[config.mk]
export PLATFORM = sky130hd
export DESIGN_NAME = router_pkt_gen
export DESIGN_NICKNAME = d
export VERILOG_FILES = /design/src/rtl/router_pkt_pkg.sv /design/src/rtl/router_lfsr.sv /design/src/rtl/router_pkt_gen.sv
export SDC_FILE = /design/constraint.sdc
export NUM_CORES = 1
export LEC_CHECK = 0
export ABC_AREA = 1
export BUFFER_PORTS_ARGS = -buffer_cell sky130_fd_sc_hd__buf_2
export CORE_MARGIN = 1
export CORE_UTILIZATION = 35
export CTS_CLUSTER_DIAMETER = 50
export DETAILED_ROUTE_END_ITERATION = 16
export SYNTH_ARGS = -nofsm -noshare
export SYNTH_HDL_FRONTEND = slang
export SYNTH_SLANG_ARGS = --single-unit
[constraint.sdc]
create_clock -name clock_i -period 2.5 [get_ports clock_i]
set_input_delay 0.5 -clock clock_i [delete_from_list [all_inputs] [get_ports clock_i]]
set_output_delay 0.5 -clock clock_i [all_outputs]
set_load 0.03 [all_outputs]
[src/rtl/router_pkt_pkg.sv]
// rtl/router_pkt_pkg.sv - shared types, defaults and helpers for the router packet generator
package router_pkt_pkg;

    localparam int          DATA_W_DEF      = 8;
    localparam int          ADDR_W_DEF      = 2;
    localparam int          NUM_CH_DEF      = 3;
    localparam int          DRAIN_DELAY_DEF = 30;
    localparam logic [7:0]  LFSR_SEED_DEF   = 8'hA5;
    localparam logic [7:0]  LFSR_TAPS_DEF   = 8'hB8;

    typedef enum logic [2:0] {
        ST_IDLE,
        ST_HEADER,
        ST_PAYLOAD,
        ST_PARITY,
        ST_DRAIN_WAIT,
        ST_DRAIN,
        ST_GAP
    } gen_state_t;

    // Header byte is {len, addr}; callers truncate to their data width.
    function automatic logic [31:0] make_header(input logic [31:0] len,
                                                input logic [31:0] addr,
                                                input int          addr_w);
        return (len << addr_w) | addr;
    endfunction

    // One right-shifting Galois LFSR step.
    function automatic logic [31:0] lfsr_next(input logic [31:0] val,
                                              input logic [31:0] taps);
        return val[0] ? ((val >> 1) ^ taps) : (val >> 1);
    endfunction

endpackage

[src/rtl/router_lfsr.sv]
// rtl/router_lfsr.sv - Galois LFSR payload source with seed reload
module router_lfsr
    import router_pkt_pkg::*;
#(
    parameter int               WIDTH = DATA_W_DEF,
    parameter logic [WIDTH-1:0] SEED  = WIDTH'(LFSR_SEED_DEF),
    parameter logic [WIDTH-1:0] TAPS  = WIDTH'(LFSR_TAPS_DEF)
) (
    input  logic             clock_i,
    input  logic             reset_i,
    input  logic             advance_i,
    input  logic             load_i,
    output logic [WIDTH-1:0] value_o
);

    logic [WIDTH-1:0] value_q;

    // Reload the seed on reset or load, otherwise step when advanced.
    always_ff @(posedge clock_i or posedge reset_i) begin
        if (reset_i) begin
            value_q <= SEED;
        end else if (load_i) begin
            value_q <= SEED;
        end else if (advance_i) begin
            value_q <= WIDTH'(lfsr_next(32'(value_q), 32'(TAPS)));
        end
    end

    assign value_o = value_q;

endmodule

[src/rtl/router_pkt_gen.sv]
// rtl/router_pkt_gen.sv - router packet source/drain scheduler (optional ROUTER_PKT_GEN_ERR_INJECT_EN)
module router_pkt_gen
    import router_pkt_pkg::*;
#(
    parameter int                DATA_W      = DATA_W_DEF,
    parameter int                ADDR_W      = ADDR_W_DEF,
    parameter int                LEN_W       = DATA_W - ADDR_W,
    parameter int                NUM_CH      = NUM_CH_DEF,
    parameter logic [DATA_W-1:0] LFSR_SEED   = DATA_W'(LFSR_SEED_DEF),
    parameter logic [DATA_W-1:0] LFSR_TAPS   = DATA_W'(LFSR_TAPS_DEF),
    parameter int                DRAIN_DELAY = DRAIN_DELAY_DEF
) (
    input  logic              clock_i,
    input  logic              reset_i,
    input  logic              start_i,
    input  logic [ADDR_W-1:0] cfg_addr_i,
    input  logic [LEN_W-1:0]  cfg_len_i,
    input  logic [7:0]        cfg_pkt_num_i,
`ifdef ROUTER_PKT_GEN_ERR_INJECT_EN
    input  logic              inject_err_i,
`endif
    input  logic              busy_i,
    input  logic [NUM_CH-1:0] vld_out_i,
    output logic [DATA_W-1:0] data_in_o,
    output logic              pkt_valid_o,
    output logic [NUM_CH-1:0] read_enb_o,
    output logic              gen_busy_o,
    output logic              done_o,
    output logic              cfg_err_o,
    output logic [7:0]        pkt_cnt_o
);

    gen_state_t        state_q, state_d;
    logic [ADDR_W-1:0] addr_q, addr_d;
    logic [LEN_W-1:0]  len_q, len_d;
    logic [LEN_W-1:0]  byte_cnt_q, byte_cnt_d;
    logic [7:0]        pkt_num_q, pkt_num_d;
    logic [7:0]        pkt_cnt_q, pkt_cnt_d;
    logic [15:0]       delay_q, delay_d;
    logic [DATA_W-1:0] parity_q, parity_d;
    logic [DATA_W-1:0] data_q, data_d;
    logic              pkt_valid_q, pkt_valid_d;
    logic [NUM_CH-1:0] read_enb_q, read_enb_d;
    logic              done_q, done_d;
    logic              cfg_err_q, cfg_err_d;
    logic              gen_busy_q, gen_busy_d;
    logic [DATA_W-1:0] lfsr_val;
    logic              lfsr_adv;
    logic              lfsr_load;
    logic              addr_ok;
    logic [DATA_W-1:0] header;

`ifdef ROUTER_PKT_GEN_ERR_INJECT_EN
    logic              inject_q, inject_d;
`else
    logic              inject_q;
    assign inject_q = 1'b0;
`endif

    router_lfsr #(
        .WIDTH (DATA_W),
        .SEED  (LFSR_SEED),
        .TAPS  (LFSR_TAPS)
    ) u_lfsr (
        .clock_i   (clock_i),
        .reset_i   (reset_i),
        .advance_i (lfsr_adv),
        .load_i    (lfsr_load),
        .value_o   (lfsr_val)
    );

    assign addr_ok = 32'(cfg_addr_i) < 32'(NUM_CH);
    assign header  = DATA_W'(make_header(32'(len_q), 32'(addr_q), ADDR_W));

    // Next-state and registered-output computation; the byte stream states stall on busy.
    always_comb begin
        state_d     = state_q;
        addr_d      = addr_q;
        len_d       = len_q;
        byte_cnt_d  = byte_cnt_q;
        pkt_num_d   = pkt_num_q;
        pkt_cnt_d   = pkt_cnt_q;
        delay_d     = delay_q;
        parity_d    = parity_q;
        data_d      = data_q;
        pkt_valid_d = pkt_valid_q;
        read_enb_d  = read_enb_q;
        done_d      = 1'b0;
        cfg_err_d   = cfg_err_q;
        lfsr_adv    = 1'b0;
        lfsr_load   = 1'b0;
`ifdef ROUTER_PKT_GEN_ERR_INJECT_EN
        inject_d    = inject_q;
`endif
        case (state_q)
            ST_IDLE: begin
                if (start_i) begin
                    if (addr_ok) begin
                        addr_d    = cfg_addr_i;
                        len_d     = cfg_len_i;
                        pkt_num_d = (cfg_pkt_num_i == 8'd0) ? 8'd1 : cfg_pkt_num_i;
                        pkt_cnt_d = 8'd0;
                        cfg_err_d = 1'b0;
                        lfsr_load = 1'b1;
`ifdef ROUTER_PKT_GEN_ERR_INJECT_EN
                        inject_d  = inject_err_i;
`endif
                        state_d   = ST_HEADER;
                    end else begin
                        cfg_err_d = 1'b1;
                    end
                end
            end
            ST_HEADER: begin
                if (!busy_i) begin
                    data_d      = header;
                    pkt_valid_d = 1'b1;
                    parity_d    = header;
                    byte_cnt_d  = '0;
                    state_d     = (len_q == '0) ? ST_PARITY : ST_PAYLOAD;
                end
            end
            ST_PAYLOAD: begin
                if (!busy_i) begin
                    data_d     = lfsr_val;
                    parity_d   = parity_q ^ lfsr_val;
                    lfsr_adv   = 1'b1;
                    byte_cnt_d = byte_cnt_q + LEN_W'(1);
                    if (byte_cnt_q == len_q - LEN_W'(1)) begin
                        state_d = ST_PARITY;
                    end
                end
            end
            ST_PARITY: begin
                if (!busy_i) begin
                    data_d      = inject_q ? ~parity_q : parity_q;
                    pkt_valid_d = 1'b0;
                    delay_d     = 16'(DRAIN_DELAY);
                    state_d     = ST_DRAIN_WAIT;
                end
            end
            ST_DRAIN_WAIT: begin
                // Counter holds DRAIN_DELAY..1 so read_enb rises DRAIN_DELAY edges after parity.
                if (delay_q <= 16'd1) begin
                    read_enb_d = NUM_CH'(1) << addr_q;
                    state_d    = ST_DRAIN;
                end else begin
                    delay_d = delay_q - 16'd1;
                end
            end
            ST_DRAIN: begin
                if (!vld_out_i[addr_q]) begin
                    read_enb_d = '0;
                    pkt_cnt_d  = pkt_cnt_q + 8'd1;
                    state_d    = ST_GAP;
                end
            end
            ST_GAP: begin
                if (pkt_cnt_q == pkt_num_q) begin
                    done_d  = 1'b1;
                    state_d = ST_IDLE;
                end else begin
                    state_d = ST_HEADER;
                end
            end
            default: state_d = ST_IDLE;
        endcase
        gen_busy_d = (state_d != ST_IDLE);
    end

    // State and output registers; reset clears the packet in flight immediately.
    always_ff @(posedge clock_i or posedge reset_i) begin
        if (reset_i) begin
            state_q     <= ST_IDLE;
            addr_q      <= '0;
            len_q       <= '0;
            byte_cnt_q  <= '0;
            pkt_num_q   <= 8'd0;
            pkt_cnt_q   <= 8'd0;
            delay_q     <= 16'd0;
            parity_q    <= '0;
            data_q      <= '0;
            pkt_valid_q <= 1'b0;
            read_enb_q  <= '0;
            done_q      <= 1'b0;
            cfg_err_q   <= 1'b0;
            gen_busy_q  <= 1'b0;
`ifdef ROUTER_PKT_GEN_ERR_INJECT_EN
            inject_q    <= 1'b0;
`endif
        end else begin
            state_q     <= state_d;
            addr_q      <= addr_d;
            len_q       <= len_d;
            byte_cnt_q  <= byte_cnt_d;
            pkt_num_q   <= pkt_num_d;
            pkt_cnt_q   <= pkt_cnt_d;
            delay_q     <= delay_d;
            parity_q    <= parity_d;
            data_q      <= data_d;
            pkt_valid_q <= pkt_valid_d;
            read_enb_q  <= read_enb_d;
            done_q      <= done_d;
            cfg_err_q   <= cfg_err_d;
            gen_busy_q  <= gen_busy_d;
`ifdef ROUTER_PKT_GEN_ERR_INJECT_EN
            inject_q    <= inject_d;
`endif
        end
    end

    assign data_in_o   = data_q;
    assign pkt_valid_o = pkt_valid_q;
    assign read_enb_o  = read_enb_q;
    assign gen_busy_o  = gen_busy_q;
    assign done_o      = done_q;
    assign cfg_err_o   = cfg_err_q;
    assign pkt_cnt_o   = pkt_cnt_q;

endmodule
Word level (Yosys, flattened, before mapping)
Index checks and enable logic that the tools add are counted.
{ "classes": {"addsub": 4, "n_lt_le_gt_ge": 3, "n_eq_ne": 16, "shifts": 1, "muxes": 47, "bitwise_logic": 3, "n_reduce_logical": 19} }
{ "ops": {"columns": ["operator", "count"], "rows": [
  ["two-way mux 8 bit", 11],
  ["two-way mux 16 bit", 2],
  ["one-hot mux 16 bit (2 select lines)", 1],
  ["one-hot mux 8 bit (2 select lines)", 2],
  ["two-way mux 3 bit", 10],
  ["one-hot mux 8 bit (3 select lines)", 1],
  ["one-hot mux 3 bit (7 select lines)", 1],
  ["<= comparator 16 x 1 -> 1 bit, second input constant", 1],
  ["inequality test 2 bit, second input constant", 8],
  ["subtractor 16 x 1 -> 16 bit, second input constant", 1],
  ["AND reduction 3 bit", 5],
  ["two-way mux 1 bit", 13],
  ["two-way mux 6 bit", 2],
  ["one-hot mux 6 bit (2 select lines)", 1],
  ["nonzero test 2 bit", 6],
  ["== test 3 bit, second input constant", 3],
  ["adder 8 x 1 -> 8 bit, second input constant", 1],
  ["== test 8 bit", 1],
  ["zero test 8 bit", 1],
  ["OR 8 x 2 -> 8 bit", 1],
  ["AND reduction 4 bit", 2],
  ["XOR 8 bit", 1],
  ["adder 6 x 1 -> 6 bit, second input constant", 1],
  ["== test 3 x 2 -> 1 bit, second input constant", 2],
  ["other kinds (14)", 15]
]} }
{ "word_totals": {"register_bits": 80, "in_bits": 23, "out_inout_bits": 23, "wordCells": 108} }

Longest topological paths before layout
Gate-level depths: netlist of run 1.
{ "depth": {"depth_word": 6, "depth_mapped": 12, "depth_no_buf": 11} }

Cells and area by module
From an unflattened synthesis of run 1, not the netlist that was laid out.
{ "hier_totals": {"hier_cells": 598, "hier_area_um2": 4494.3} }
{ "by_module_without_submodules": {"columns": ["mod", "n_inst", "cells_each", "area_per_inst_um2", "seq_area_each_um2"], "rows": [
  ["router_pkt_gen", 1, 553, 4127.7, 1801.7],
  ["router_lfsr", 1, 45, 366.6, 205.2]
]} }

Worst setup path before layout of run 1
Ideal clock, no wire load.
{ "synth_path": {"path_type": "register -> register", "start": "register delay_q[0]", "end": "register delay_q[2]", "t_arrival_ps": 1464, "slack_ps": 909, "path_stages_with_launch": 13, "n_path_buf": 1, "cell_sequence": "dfrtp_1 -> inv_1 -> ha_1 -> inv_1 -> nand2_1 -> nand2_1 -> nor2_1 -> nand3b_2 -> nand2_2 -> inv_2 -> buf_6 -> nand3_1 -> nand3_1"} }
{ "synth_via": {"elab_chain_len": 3, "word_cells_on_any_way": 6} }
{ "synth_lines": {"columns": ["element", "line", "rtl"], "rows": [
  ["start, declared", "router_pkt_gen.sv:39", "logic [15:0] delay_q, delay_d;"],
  ["start signal, assigned", "router_pkt_gen.sv:198", "delay_q <= delay_d;"],
  ["subtractor 16 x 1 -> 16 bit / <= comparator 16 x 1 -> 1 bit (equally long branches)", "router_pkt_gen.sv:148, router_pkt_gen.sv:144", null],
  ["two-way mux 16 bit / inequality test 2 bit (equally long branches)", null, null],
  ["one-hot mux 16 bit (2 select lines) / AND reduction 3 bit (equally long branches)", null, null]
]} }
Parallel ways exist; a longest one is shown, timed or not. The select of a mux whose other input is x is not followed.
A chain may end at the register's enable or synchronous reset.

Worst setup path in the final report of run 1
{ "layout_path": {"start": "register delay_q[0]", "end": "register delay_q[13]"} }
The elaborated chain is that of the path after synthesis.

==> results.cfg, run 1 <==
[route]
ant_nets = 0
drt_iter0_drc = 257
wire_per_inst_um = 12.91
drc = 0
dr.pass1.iters = 4
wirelength_um = 10440
viasPerCell = 4.818
via_count = 3893

[cts]
cts_tree = done
cts_resized = 0
cts-root-buf = clkbuf_16
cts_buffers = 9
cts_sinks = 80
h-tree-depth = 3
hold_buffers = 0
clk_latency_ns = 0.33
cts_setup_buffers = 0
clock_path_buffers = 2
path_clk_slew_ns = 0.06

[placement]
io_buffers = 45
placed_cells = 792
hpwl_um = 7877
gp_congestion = 0.8641

[sta]
min_period_over_period = 0.7527
fin_skew_ns = 0.004529
tightestPinTransition_ns = 0.4094
setup_viol = 0
grt_setup_unrepaired = no
hold_viol_final = 0
post-route-min-period_ns = 1.882
report.final.slew_viol_count = 0
fin_tns_setup_ns = 0
max_freq_ghz = 0.5315
max_slew_margin = 0.7265

[logic_synthesis]
synth_ff_type = dfrtp_1
synth-seq-area-share = 0.4464
synth_top_area_frac = 0.4230
synth.area.top_cells = dfrtp_1 42%, nand2_1 12%, inv_1 5.5%
synth_edf_count = 0
netlist_area_um2 = 4496
yosys_warnings = 0
synthesis.nets = 615
avgSynthCellArea_um2 = 7.672
synth_cell_types = 38
yosysTopAreaCell = dfrtp_1
syn_inst = 586
ys_ff_latch = 80
synth-async-reset-ratio = 1.000

[power_and_ir_drop]
vdd_drop_max_mv = 0.4721
powerDensity_nw_per_um2 = 1214
p_leak_nw = 2.587

[floorplanning]
start_util = 0.3577
die_h_um = 115.3
core_area_um2 = 12570
fp-row-count = 41
dieArea_um2 = 13300
die_x_um = 115.3
ioPinCount = 46

[run_status]
outcome = finished clean

[global_route]
antenna_found_initial = 0
grt_pass1_vias = 3766
track_usage = 0.1742
grt-ovfl-total = 0
grt_pass1_wl_um = 17930
grt_max_degree = 38

[worst_setup_path]
path_max_fanout = 20
crit_arrival_ns = 2.09
critPathKind = flip-flop to flip-flop
critPathLaunchType = flip-flop
worst_ep_required_time_ns = 2.71
setup.worst_path.end_class = flip-flop

[final_layout]
drive_gt1_frac = 0.1588
fin_cells = 808
antenna_cells = 0
synthToLayoutAreaGrowth_pct = 15.98
layout.nets = 660

[flow_run]
maxCapViolCount = 0

[hold_path]
hold_path_class = primary input to async pin
[cells by family (layout without fill, tap and decap cells)]
| logic type | count (synthesis) | in the layout | share of synthesized area |
|---|---|---|---|
| AO/OA/AOI/OAI | 119 | 119 | 0.1486 |
| XOR/XNOR | 16 | 16 | 0.03117 |
| adder cells (fa/ha/maj) | 6 | 6 | 0.01670 |
| buffers and inverters | 89 | 139 | 0.08461 |
| flip-flops | 80 | 80 | 0.4464 |
| AND/OR/NAND/NOR | 276 | 276 | 0.2725 |
[final timing paths]
check	from	end	slack [ns]	depth (start not counted)
hold reg to reg	read_enb_o[0]$_DFFE_PP0P_	read_enb_o[0]$_DFFE_PP0P_	0.48	2
setup reg to reg	delay_q[0]$_DFFE_PP0P_	delay_q[13]$_DFFE_PP0P_	0.62	10
hold / removal	reset_i	len_q[0]$_DFFE_PP0P_	0.15	2
setup / recovery	delay_q[0]$_DFFE_PP0P_	delay_q[13]$_DFFE_PP0P_	0.62	10
min in group clock_i	cfg_len_i[4]	len_q[4]$_DFFE_PP0P_	0.37	3
max in group asynchronous	reset_i	u_lfsr.value_o[0]$_DFFE_PP1P_	1.63	3
[cells in the final DEF, fill, tap and decap left out, drive strengths merged]
cell type | netlist | routed
o22ai | 9 | 9
a22oi | 8 | 8
clkinvlp | 0 | 3
nand3 | 44 | 44
clkinv | 0 | 1
bufinv | 0 | 2
o211ai | 1 | 1
a21o | 6 | 6
o21ai | 67 | 67
ha | 6 | 6
nor4 | 1 | 1
xor2 | 9 | 9
buf | 12 | 50
inv | 73 | 72
nor3 | 3 | 3
or2 | 2 | 2
nor2 | 72 | 72
dfrtp | 76 | 76
dfstp | 4 | 4
nand2 | 146 | 146
a31oi | 1 | 1
o31ai | 3 | 3
nand4 | 7 | 7
a21oi | 24 | 24
nand3b | 1 | 1
xnor2 | 7 | 7
clkbuf | 4 | 11
[layout make-up]
| type | count | area (um2) |
|---|---|---|
| Fill cell | 1256 | 7355 |
| Multi-Input combinational cell | 417 | 2108 |
| Sequential cell | 80 | 2007 |
| Inverter | 73 | 285.3 |
| Timing Repair Buffer | 50 | 275.3 |
| Clock buffer | 11 | 242.7 |
| Tap cell | 172 | 215.2 |
| Clock inverter | 5 | 80.08 |
[per-stage QoR]
stage	total power [mW]	worst slack, ns	hold slack [ns]	cell area, um2	utilization
detailed placement	4.952	0.6420	0.4700	4891	0.3891
floorplan	4.291	0.9094	0.4746	4499	-
CTS	6.398	0.6239	0.1636	5214	0.4148
global route	6.887	0.4057	0.1819	5214	0.4148
finish	6.331	0.6184	0.1541	5214	0.4148
global placement	4.885	0.7059	0.4630	4891	0.3891
[layer usage]
metal | up-vias | share of wire | track usage
li1 | 1998 | - | -
met1 | 1808 | 0.47 | 0.2259
met2 | 69 | 0.48 | 0.2906
met3 | 18 | 0.030 | 0.02899
met4 | 0 | 0.018 | 0.06667
met5 | - | 0 | 0
[worst max-delay path, cell delays in order, from the launching register on]
cell      delay, ns
dfrtp_1        0.39
inv_1          0.13
ha_1           0.22
inv_1          0.09
nand2_1        0.07
nand2_1        0.05
nor2_1         0.12
nand3b_2       0.22
nand2_2        0.13
buf_4          0.23
o21ai_1        0.10
[report_power, final]
group          total [mW]  switching (mW)  internal [mW]  leakage, nW
logic                2.66            1.74          0.914         1.43
clock network        1.42           0.524          0.900        0.152
registers            2.25           0.470           1.78         1.00
[synth_stat cells, drive strengths merged (4+ instances only)]
library cell and instances:
a22oi 8, a21oi 24, dfstp 4, inv 73, dfrtp 76, xnor2 7
buf 12, ha 6, o22ai 9, nand2 146, a21o 6, nor2 72
clkbuf 4, xor2 9, o21ai 67, nand3 44, nand4 7
[flip-flops by register name, indices dropped and copies added (netlist names), 3 cells and up]
| signal | flops |
|---|---|
| data_in_o | 8 |
| state_q | 3 |
| pkt_cnt_o | 8 |
| u_lfsr.value_o | 8 |
| read_enb_o | 3 |
| byte_cnt_q | 6 |
| parity_q | 8 |
| len_q | 6 |
| pkt_num_q | 8 |
| delay_q | 16 |
(Power assumes the default switching activity.)
==> inputs of run 2 (changes only) <==
==> constraint.sdc (replaced) <==
create_clock -name clock_i -period 1.7 [get_ports clock_i]
set_input_delay 0.34 -clock clock_i [delete_from_list [all_inputs] [get_ports clock_i]]
set_output_delay 0.34 -clock clock_i [all_outputs]
set_load 0.03 [all_outputs]
==> run 2 against run 1 <==
  * Critical path depth is 1 higher
  * Routed wire length is 0.80% higher
  * Clock-buffer cell count is 5 higher
  * First-iteration DRC count is 18% higher
  * Fmax is 20% higher
  * Combinational power is 59% higher
  * Final area is 2.1% higher
  * Power is 47% higher
  * Clock power is 27% higher
  * Clock skew is 0.0015 ns higher
  * Final cell count is 1.7% higher
  * Hold slack worse by 0.039 ns
  * Largest cell class unchanged
==> results.cfg, run 2 (synthesis gave the netlist of run 1 again) <==
[worst_setup_path]
crit_path_top_delay_cell = dfrtp_1
setup.worst_path.end_class = flip-flop
crit_path_cell_trace = inv_2 > ha_4 > inv_1 > nand2_1 > nand2_1 > nor2_2 > nand3b_4 > nand2_2 > inv_2 > o21ai_0 > o21ai_2
critPathKind = flip-flop to flip-flop
reg2reg_depth = 11
cp_num_cells = 11
crit_arrival_ns = 1.80
cpPeakStageDelay_ns = 0.40
crit_family = simple AND/OR/NAND/NOR gates
worst_ep_required_time_ns = 1.92
critPathLaunchType = flip-flop
worst-path-buf-inv = 3
path_max_fanout = 12

[sta]
max_freq_ghz = 0.6354
hold_viol_final = 0
finalWorstSetupSlack_ns = 0.1263
tightestPinTransition_ns = 0.4404
grt_setup_unrepaired = no
fin_skew_ns = 0.006021
min_period_over_period = 0.9257
hold_ws_ns = 0.1146
post-route-min-period_ns = 1.574
setup_viol = 0
report.final.slew_viol_count = 0
fin_tns_setup_ns = 0
max_slew_margin = 0.7064

[final_layout]
design_area_um2 = 5323
fill_cells = 1264
final_util = 0.4235
antenna_cells = 0
final_cell_mix = 140 x nand2_1, 75 x dfrtp_1, 62 x nor2_1, 62 x inv_1, 45 x buf_2
synthToLayoutAreaGrowth_pct = 18.40
largest_reg_flops = 16
fin_cells = 822
final_common_cell = nand2_1
regMostFlops = delay_q
layout.nets = 674
drive_gt1_frac = 0.1800

[floorplanning]
dieArea_um2 = 13300
start_util = 0.3577
die_h_um = 115.3
fp-row-count = 41
die_x_um = 115.3
core_area_um2 = 12570
ioPinCount = 46

[route]
dr.pass1.iters = 5
viasPerCell = 4.808
ant_nets = 0
wirelength_um = 10520
wire_per_inst_um = 12.80
drc = 0
via_count = 3952
drt_iter0_drc = 302

[global_route]
track_usage = 0.1721
grt_pass1_wl_um = 17670
antenna_found_initial = 0
grt-ovfl-total = 0
grt_max_degree = 81
grt_pass1_vias = 3681

[flow_run]
maxCapViolCount = 0

[placement]
place_area_um2 = 4999
placed_cells = 803
io_buffers = 45
place_ws_ns = 0.07408
hpwl_um = 7725
gp_congestion = 0.8272

[cts]
cts-root-buf = clkbuf_16
cts_tree = done
cts_buffers = 9
h-tree-depth = 3
cts_sinks = 80
clk_latency_ns = 0.34
clock_path_buffers = 2
path_clk_slew_ns = 0.05
hold_buffers = 0

[power_and_ir_drop]
vdd_drop_max_mv = 0.6014
power_mw = 9.321
powerDensity_nw_per_um2 = 1751
p_leak_nw = 2.655

[hold_path]
hold_path_class = primary input to async pin

[run_status]
outcome = finished clean
run 2: cell types whose count changed in the layout (fill, tap and decap cells not counted), sizes merged:
| cell | delta |
|---|---|
| buf | +14 |
| clkinvlp | -2 |
| clkinv | -1 |
| bufinv | -2 |
| clkbuf | +5 |
run 2: per-layer routing:
metal / part of all wire / up-vias / global-route usage / routed length, um
li1: - / 2029 / - / -
met2: 0.48 / 71 / 0.2846 / 5043
met3: 0.036 / 15 / 0.02425 / 380
met4: 0.016 / 0 / 0.07100 / 167
met1: 0.47 / 1837 / 0.2262 / 4927
met5: 0 / - / 0 / 0
run 2: cell type report:
class                      count  area, um2  share of cell area
multi-input combinational    417       2137              0.4015
clock buffer                  16      271.5             0.05101
sequential                    80       2008              0.3773
tap                          172      215.2             0.04043
inverter                      73      285.3             0.05360
timing repair buffer          64      405.4             0.07616
run 2: timing repair:
item / 4_1_cts / 5_1_grt
setup endpoints to repair: 0 / 26
resized for setup: 0 / 9
buffers inserted: 0 / 3
run 2: worst paths after layout:
path                       slack, ns                       endpoint                 startpoint
max                             0.13         delay_q[4]$_DFFE_PP0P_     delay_q[0]$_DFFE_PP0P_
min                             0.11      byte_cnt_q[2]$_DFFE_PP0P_                    reset_i
max reg2reg                     0.13         delay_q[4]$_DFFE_PP0P_     delay_q[0]$_DFFE_PP0P_
min reg2reg                     0.48      read_enb_o[0]$_DFFE_PP0P_  read_enb_o[0]$_DFFE_PP0P_
max in group asynchronous       1.23  u_lfsr.value_o[0]$_DFFE_PP1P_                    reset_i
min in group clock_i            0.21           len_q[5]$_DFFE_PP0P_               cfg_len_i[5]
run 2: report_power, final:
group,switching (mW),internal (mW),total [mW]
clock,0.740,1.07,1.81
sequential,0.652,2.62,3.27
combinational,2.67,1.57,4.23
total,4.06,5.26,9.32
run 2: worst min-delay path: stages:
cell and delay (ns):
buf_2 0.11, clkinvlp_4 0.07, buf_12 0.34
